### config.mk
export PLATFORM = sky130hd
export DESIGN_NAME = mult_div_unit
export DESIGN_NICKNAME = d
export VERILOG_FILES = /design/src/rtl/mult_div_pkg.sv /design/src/rtl/restoring_div_step.sv /design/src/rtl/mult_div_unit.sv
export SDC_FILE = /design/constraint.sdc
export NUM_CORES = 1
export LEC_CHECK = 0
export ABC_AREA = 1
export CORE_MARGIN = 2
export CORE_UTILIZATION = 35
export DETAILED_ROUTE_END_ITERATION = 16
export MAX_ROUTING_LAYER = met4
export SETUP_SLACK_MARGIN = 0.02
export SYNTH_ARGS = -nofsm -noshare
export SYNTH_HDL_FRONTEND = slang
export SYNTH_SLANG_ARGS = --single-unit
### constraint.sdc
create_clock -name clk -period 7.85 [get_ports clk]
set_clock_uncertainty 0.1 [all_clocks]
set_input_delay 1.57 -clock clk [delete_from_list [all_inputs] [get_ports clk]]
set_output_delay 1.57 -clock clk [all_outputs]
set_load 0.03 [all_outputs]
### src/rtl/mult_div_pkg.sv
// Shared types and constants for the signed multicycle MULT/DIV unit.
// The divide-by-zero trap is controlled by the DIV_ZERO_EXC_EN macro (see mult_div_unit).
package mult_div_pkg;

  localparam int unsigned MD_WIDTH = 32;

  localparam logic OP_MULT = 1'b0;
  localparam logic OP_DIV  = 1'b1;

  typedef enum logic [1:0] {
    StIdle,
    StMult,
    StDiv,
    StFix
  } md_state_e;

  function automatic md_state_e op_to_state(input logic op);
    return (op == OP_DIV) ? StDiv : StMult;
  endfunction

endpackage

### src/rtl/restoring_div_step.sv
// One iteration of unsigned restoring division: shift in the next dividend bit,
// trial-subtract the divisor, keep the difference when it does not go negative.
module restoring_div_step #(
  parameter int unsigned WIDTH = 32
) (
  input  logic [WIDTH-1:0] rem_i,
  input  logic [WIDTH-1:0] quot_i,
  input  logic [WIDTH-1:0] divisor_i,
  output logic [WIDTH-1:0] rem_o,
  output logic [WIDTH-1:0] quot_o
);

  logic [WIDTH:0]   rem_sh;
  logic [WIDTH+1:0] diff;
  logic             fits;
  logic             unused_msbs;

  always_comb begin
    rem_sh = {rem_i, quot_i[WIDTH-1]};
    diff   = {1'b0, rem_sh} - {2'b00, divisor_i};
    fits   = ~diff[WIDTH+1];
    // The remainder stays below the divisor, so the top bits carry no information.
    rem_o  = fits ? diff[WIDTH-1:0] : rem_sh[WIDTH-1:0];
    quot_o = {quot_i[WIDTH-2:0], fits};
  end

  assign unused_msbs = ^{diff[WIDTH], rem_sh[WIDTH]};

endmodule

### src/rtl/mult_div_unit.sv
// Multicycle signed MULT/DIV unit: sign-magnitude conversion, 32 shift-add or restoring
// iterations, then a sign fix-up into HI/LO. Define DIV_ZERO_EXC_EN to trap DIV by zero.
module mult_div_unit
  import mult_div_pkg::*;
#(
  parameter int unsigned WIDTH = MD_WIDTH,
  parameter int unsigned CNT_W = 6
) (
  input  logic             clk,
  input  logic             reset,
  input  logic             start,
  input  logic             op,
  input  logic [WIDTH-1:0] a_in,
  input  logic [WIDTH-1:0] b_in,
  output logic [WIDTH-1:0] hi_out,
  output logic [WIDTH-1:0] lo_out,
  output logic             busy,
  output logic             done,
  output logic             div_zero
);

  md_state_e          state_q, state_d;
  logic [CNT_W-1:0]   cnt_q, cnt_d;
  logic               op_q, op_d;
  logic               sign_a_q, sign_a_d;
  logic               sign_b_q, sign_b_d;
  // Multiplicand magnitude for MULT, divisor magnitude for DIV.
  logic [WIDTH-1:0]   opnd_q, opnd_d;
  // MULT: {partial product, remaining multiplier}; DIV: {remainder, dividend/quotient}.
  logic [2*WIDTH-1:0] work_q, work_d;
  logic [WIDTH-1:0]   hi_q, hi_d;
  logic [WIDTH-1:0]   lo_q, lo_d;
  logic               done_q, done_d;
  logic               div_zero_q, div_zero_d;

  logic [WIDTH-1:0]   mag_a, mag_b;
  logic [WIDTH:0]     mult_sum;
  logic [WIDTH-1:0]   div_rem, div_quot;
  logic [2*WIDTH-1:0] prod_fix;
  logic [WIDTH-1:0]   quot_fix, rem_fix;
  logic               zero_trap;
  logic               last_iter;

`ifdef DIV_ZERO_EXC_EN
  assign zero_trap = (op == OP_DIV) && (b_in == '0);
`else
  assign zero_trap = 1'b0;
`endif

  // A WIDTH-bit unsigned magnitude is exact even for the most negative operand.
  assign mag_a     = a_in[WIDTH-1] ? -a_in : a_in;
  assign mag_b     = b_in[WIDTH-1] ? -b_in : b_in;
  assign last_iter = (cnt_q == CNT_W'(WIDTH - 1));

  restoring_div_step #(
    .WIDTH(WIDTH)
  ) u_div_step (
    .rem_i    (work_q[2*WIDTH-1:WIDTH]),
    .quot_i   (work_q[WIDTH-1:0]),
    .divisor_i(opnd_q),
    .rem_o    (div_rem),
    .quot_o   (div_quot)
  );

  always_comb begin
    mult_sum = work_q[0] ? ({1'b0, work_q[2*WIDTH-1:WIDTH]} + {1'b0, opnd_q})
                         : {1'b0, work_q[2*WIDTH-1:WIDTH]};
    prod_fix = (sign_a_q ^ sign_b_q) ? -work_q : work_q;
    quot_fix = (sign_a_q ^ sign_b_q) ? -work_q[WIDTH-1:0] : work_q[WIDTH-1:0];
    rem_fix  = sign_a_q ? -work_q[2*WIDTH-1:WIDTH] : work_q[2*WIDTH-1:WIDTH];
  end

  always_comb begin
    state_d    = state_q;
    cnt_d      = cnt_q;
    op_d       = op_q;
    sign_a_d   = sign_a_q;
    sign_b_d   = sign_b_q;
    opnd_d     = opnd_q;
    work_d     = work_q;
    hi_d       = hi_q;
    lo_d       = lo_q;
    done_d     = 1'b0;
    div_zero_d = 1'b0;

    unique case (state_q)
      StIdle: begin
        if (start && zero_trap) begin
          div_zero_d = 1'b1;
        end else if (start) begin
          state_d  = op_to_state(op);
          cnt_d    = '0;
          op_d     = op;
          sign_a_d = a_in[WIDTH-1];
          sign_b_d = b_in[WIDTH-1];
          if (op == OP_DIV) begin
            opnd_d = mag_b;
            work_d = {{WIDTH{1'b0}}, mag_a};
          end else begin
            opnd_d = mag_a;
            work_d = {{WIDTH{1'b0}}, mag_b};
          end
        end
      end
      StMult: begin
        work_d = {mult_sum, work_q[WIDTH-1:1]};
        cnt_d  = cnt_q + CNT_W'(1);
        if (last_iter) state_d = StFix;
      end
      StDiv: begin
        work_d = {div_rem, div_quot};
        cnt_d  = cnt_q + CNT_W'(1);
        if (last_iter) state_d = StFix;
      end
      StFix: begin
        if (op_q == OP_DIV) begin
          hi_d = rem_fix;
          lo_d = quot_fix;
        end else begin
          hi_d = prod_fix[2*WIDTH-1:WIDTH];
          lo_d = prod_fix[WIDTH-1:0];
        end
        done_d  = 1'b1;
        cnt_d   = '0;
        state_d = StIdle;
      end
      default: state_d = StIdle;
    endcase
  end

  always_ff @(posedge clk or posedge reset) begin
    if (reset) begin
      state_q    <= StIdle;
      cnt_q      <= '0;
      op_q       <= OP_MULT;
      sign_a_q   <= 1'b0;
      sign_b_q   <= 1'b0;
      opnd_q     <= '0;
      work_q     <= '0;
      hi_q       <= '0;
      lo_q       <= '0;
      done_q     <= 1'b0;
      div_zero_q <= 1'b0;
    end else begin
      state_q    <= state_d;
      cnt_q      <= cnt_d;
      op_q       <= op_d;
      sign_a_q   <= sign_a_d;
      sign_b_q   <= sign_b_d;
      opnd_q     <= opnd_d;
      work_q     <= work_d;
      hi_q       <= hi_d;
      lo_q       <= lo_d;
      done_q     <= done_d;
      div_zero_q <= div_zero_d;
    end
  end

  assign hi_out   = hi_q;
  assign lo_out   = lo_q;
  assign busy     = (state_q != StIdle);
  assign done     = done_q;
  assign div_zero = div_zero_q;

endmodule

==> impl_metrics.yaml <==
worst_setup_path:
  setup.worst_path.end_class: "flop"
  crit_arrival_ns: 4.35
  timing.critical_path.slowest_stage_cell: "sky130_fd_sc_hd__inv_2"
  cp.required_ns: 8.12
  crit_path_class: "in2reg"
  biggest_fanout_along_the_worst_timing_path: 62
  critPathLaunchType: "input port"
  critPathMostFrequentCell: "sky130_fd_sc_hd__o21ai_0"
  critical-path-max-stage-delay_ns: 0.89
  crit_path_cell_trace: "clkdlybuf4s50_1 -> nand2_1 -> o21ai_0 -> inv_2 -> a22oi_1 -> o21ai_0"
global_route:
  global_route.usage.met1_pct: 37.7
  grt_start_max_net_pins: 68
  global_route.usage.total_pct: 26.4
  grt_antenna_before_repair: 0
  grt.met2_usage_pct: 39.0
  gr-total-overflow: 0
  global_route.peak_usage_layer: "met2"
  grt_first_pass_wirelength_mm: 103
  grt.met3_usage_pct: 2.30
  grt_pass1_vias: 17600
pwr:
  power.internal_mw: 3.47
  seq_power_share_pct: 20.4
  p_clk_share_pct: 10.5
  power_leakage_nw: 10.6
  pwr_density_cell_nw_per_um2: 410
  power.share.switching_pct: 57.7
  comb_power_share_pct: 69.1
  p_switching_mw: 4.74
  vdd.ir_drop.worst_uv: 207
final_layout:
  area_growth_syn_to_layout_pct: 14.3
  layout.nets: 3204
  nFillCells: 5542
  antenna_cells_inserted: 0
  post_layout_nonfiller_instances: 3745
  drive_above_1_share_pct: 3.58
  final_util_pct: 40.2
timing:
  report.final.slew_viol_count: 0
  setup_viol_count_final: 0
  maxClockFrequency_ghz: 0.245
  grt_setup_unrepaired: "false"
  whs_ns: 0.378
  hold_viol_final: 0
  finalWorstPathRequiredPeriod_ns: 4.08
  slew-limit-headroom_pct: 20.4
  timing.setup.tns_ns: 0
  final_min_period_over_clock_period_pct: 51.9
  timing_worst_slew_pin_value_ns: 1.19
cts:
  tritoncts: "done"
  postCtsSetupRepairBufs: 0
  postCtsResizedCells: 0
  tritoncts.num_buffers: 17
  cts_buffer_depth: 2
  clk-insertion-delay-late_ns: 0.47
  tritoncts_num_sinks: 172
  cts.root.buffer_cell: "sky130_fd_sc_hd__clkbuf_16"
  cts-hold-fix-buffers: 0
  clock_pin_transition_on_the_worst_setup_and_hold_timing_paths_ns: 0.08
  h_tree_depth: 4
place:
  gp_congestion: 1.02
  io_buffer_count: 133
  dp_hpwl_mm: 55.1
  dp_cells: 3713
synth:
  synth_most_common_cell: "sky130_fd_sc_hd__nand2_1"
  yosysWarnings: 0
  synth_area_per_cell_sq_um: 5.88
  synth-async-reset-ratio_pct: 100
  synth_commonest_cells: "1087 x sky130_fd_sc_hd__nand2_1, 434 x sky130_fd_sc_hd__inv_1, 278 x sky130_fd_sc_hd__nor2_1"
  yosysTopAreaCellShare_pct: 24.6
  post-synth-top-area-cell: "sky130_fd_sc_hd__dfrtp_1"
  netlist_area_sq_um: 17500
  syn-instance-count: 2981
  syn_nets: 3125
  synth-edff-count: 0
  synthFlopType: "sky130_fd_sc_hd__dfrtp_1"
  ranking_of_synthesized_cells_by_area: "sky130_fd_sc_hd__dfrtp_1 25%, sky130_fd_sc_hd__nand2_1 23%, sky130_fd_sc_hd__inv_1 9.3%, sky130_fd_sc_hd__nand3_1 6.5%, sky130_fd_sc_hd__nor2_1 6.0%"
  yosysSeqAreaShare_pct: 24.6
  postSynthRegisterBits: 172
  synth_cell_type_count: 54
drt:
  detailedRoute.firstPassIterationCount: 5
  drc: 0
  remaining_number_of_nets_flagged_by_the_antenna_check_after_routing: 0
  drt-total-wl_mm: 67.0
  dr.first_iter.drc_count: 1960
  routed-via-count: 19000
  wire_per_inst_um: 17.9
  viasPerCell: 5.08
status:
  outcome: "finished, final reports clean"
floorplanning:
  fp.coreArea_sq_um: 49800
  initial_core_utilization_pct: 35.2
  die_y_um: 228
  die_w_um: 228
  num_io_pins: 135
  rows: 82
  floorplan.die_area_sq_um: 51900
worst_hold_path:
  hp-class: "reg2reg"
job:
  max_cap_violations: 0
-- cell type report --
type,count,area (sq um),share of cell area [%]
Clock buffer,18,429,2.14
Clock inverter,14,165,0.825
Inverter,448,1690,8.42
Multi-Input combinational cell,2272,11100,55.7
Sequential cell,172,4300,21.5
Tap cell,672,841,4.20
Timing Repair Buffer,149,1450,7.25
-- state kept, by name, indices dropped and copies added, names as in the netlist --
register	count
lo_out	32
cnt_q	6
state_q	2
hi_out	32
op_q	1
opnd_q	32
work_q	64
done	1
sign_a_q	1
sign_b_q	1
-- power by group through the flow --
stage | clock [mW] | combinational, mW | sequential (mW)
global route | 0.916 | 6.29 | 1.71
global placement | 0 | 5.59 | 1.68
floorplan | 0 | 3.72 | 1.77
CTS | 0.881 | 5.61 | 1.67
detailed placement | 0 | 5.59 | 1.68
finish | 0.863 | 5.67 | 1.68
-- final timing paths --
path / start / to / slack, ns / cells after the start
setup reg to reg: opnd_q[20]$_DFFE_PP0P_ / work_q[61]$_DFFE_PP0P_ / 4.54 / 16
setup / recovery: start / work_q[6]$_DFFE_PP0P_ / 3.77 / 6
max in group asynchronous: reset / opnd_q[9]$_DFFE_PP0P_ / 4.93 / 3
hold / removal: hi_out[15]$_DFFE_PP0P_ / hi_out[15]$_DFFE_PP0P_ / 0.38 / 2
min in group asynchronous: reset / lo_out[12]$_DFFE_PP0P_ / 1.45 / 2
hold reg to reg: hi_out[15]$_DFFE_PP0P_ / hi_out[15]$_DFFE_PP0P_ / 0.38 / 2
-- stage by stage --
stage | total power [mW] | cell area, sq um | worst slack (ns)
global route | 8.92 | 20000 | 3.51
detailed placement | 7.27 | 19400 | 3.33
global placement | 7.27 | 19400 | 3.46
floorplan | 5.49 | 17500 | 1.52
finish | 8.22 | 20000 | 3.77
CTS | 8.16 | 20000 | 3.80
-- metal layers --
metal / share of wire, % / vias up
li1: - / 9600
met1: 48 / 8652
met2: 43 / 660
met3: 6.3 / 104
met4: 3.3 / 0
met5: 0 / -
-- layout by cell type, fill, tap and decap left out, types with 3 or more instances in the layout --
| cell | Yosys | layout |
|---|---|---|
| sky130_fd_sc_hd__ha_1 | 74 | 74 |
| sky130_fd_sc_hd__o221ai_1 | 10 | 10 |
| sky130_fd_sc_hd__o211ai_1 | 35 | 35 |
| sky130_fd_sc_hd__clkdlybuf4s50_1 | 0 | 133 |
| sky130_fd_sc_hd__o22ai_1 | 30 | 30 |
| sky130_fd_sc_hd__inv_2 | 13 | 14 |
| sky130_fd_sc_hd__nor3_2 | 3 | 3 |
| sky130_fd_sc_hd__inv_1 | 434 | 432 |
| sky130_fd_sc_hd__o21bai_1 | 5 | 5 |
| sky130_fd_sc_hd__nand4_1 | 36 | 36 |
| sky130_fd_sc_hd__inv_8 | 0 | 5 |
| sky130_fd_sc_hd__nand2_1 | 1087 | 1087 |
| sky130_fd_sc_hd__o31ai_1 | 3 | 3 |
| sky130_fd_sc_hd__nor4_1 | 4 | 4 |
| sky130_fd_sc_hd__nand2_2 | 11 | 11 |
| sky130_fd_sc_hd__buf_4 | 5 | 16 |
| sky130_fd_sc_hd__a21oi_1 | 86 | 86 |
| sky130_fd_sc_hd__clkinv_8 | 0 | 4 |
| sky130_fd_sc_hd__xor2_1 | 76 | 76 |
| sky130_fd_sc_hd__dfrtp_1 | 172 | 172 |
| sky130_fd_sc_hd__or2_2 | 10 | 10 |
| sky130_fd_sc_hd__nand3_1 | 227 | 227 |
| sky130_fd_sc_hd__inv_6 | 0 | 6 |
| sky130_fd_sc_hd__xnor2_1 | 18 | 18 |
| sky130_fd_sc_hd__nor2_2 | 13 | 13 |
| sky130_fd_sc_hd__o21ai_0 | 135 | 135 |
| sky130_fd_sc_hd__nor3_1 | 24 | 24 |
| sky130_fd_sc_hd__clkbuf_16 | 0 | 17 |
| sky130_fd_sc_hd__a31oi_1 | 10 | 10 |
| sky130_fd_sc_hd__and3_1 | 4 | 4 |
| sky130_fd_sc_hd__nor2_1 | 278 | 277 |
| sky130_fd_sc_hd__a22oi_1 | 40 | 40 |
| sky130_fd_sc_hd__nand3_2 | 3 | 3 |
| sky130_fd_sc_hd__and2_1 | 5 | 5 |
| sky130_fd_sc_hd__o21ai_1 | 14 | 14 |
| sky130_fd_sc_hd__nand3b_1 | 11 | 11 |
-- worst max-delay path, delay by kind of cell --
family                 cells  cell delay [ns]
buffers and inverters      2             1.31
AOI/OAI and AO/OA          3             0.84
and+or+nand+nor            1             0.61
-- kinds of logic after synthesis --
family                   Yosys count  synth area share [%]
AO/OA/AOI/OAI                    376                  12.6
adder cells (fa/ha/maj)           76                  5.51
other                              1                0.0214
AND/OR/NAND/NOR                 1725                  40.8
XOR/XNOR                          94                  4.70
flip-flops                       172                  24.6
buffers and inverters            537                  11.9
Note: power is estimated with default switching activity, not from simulation.
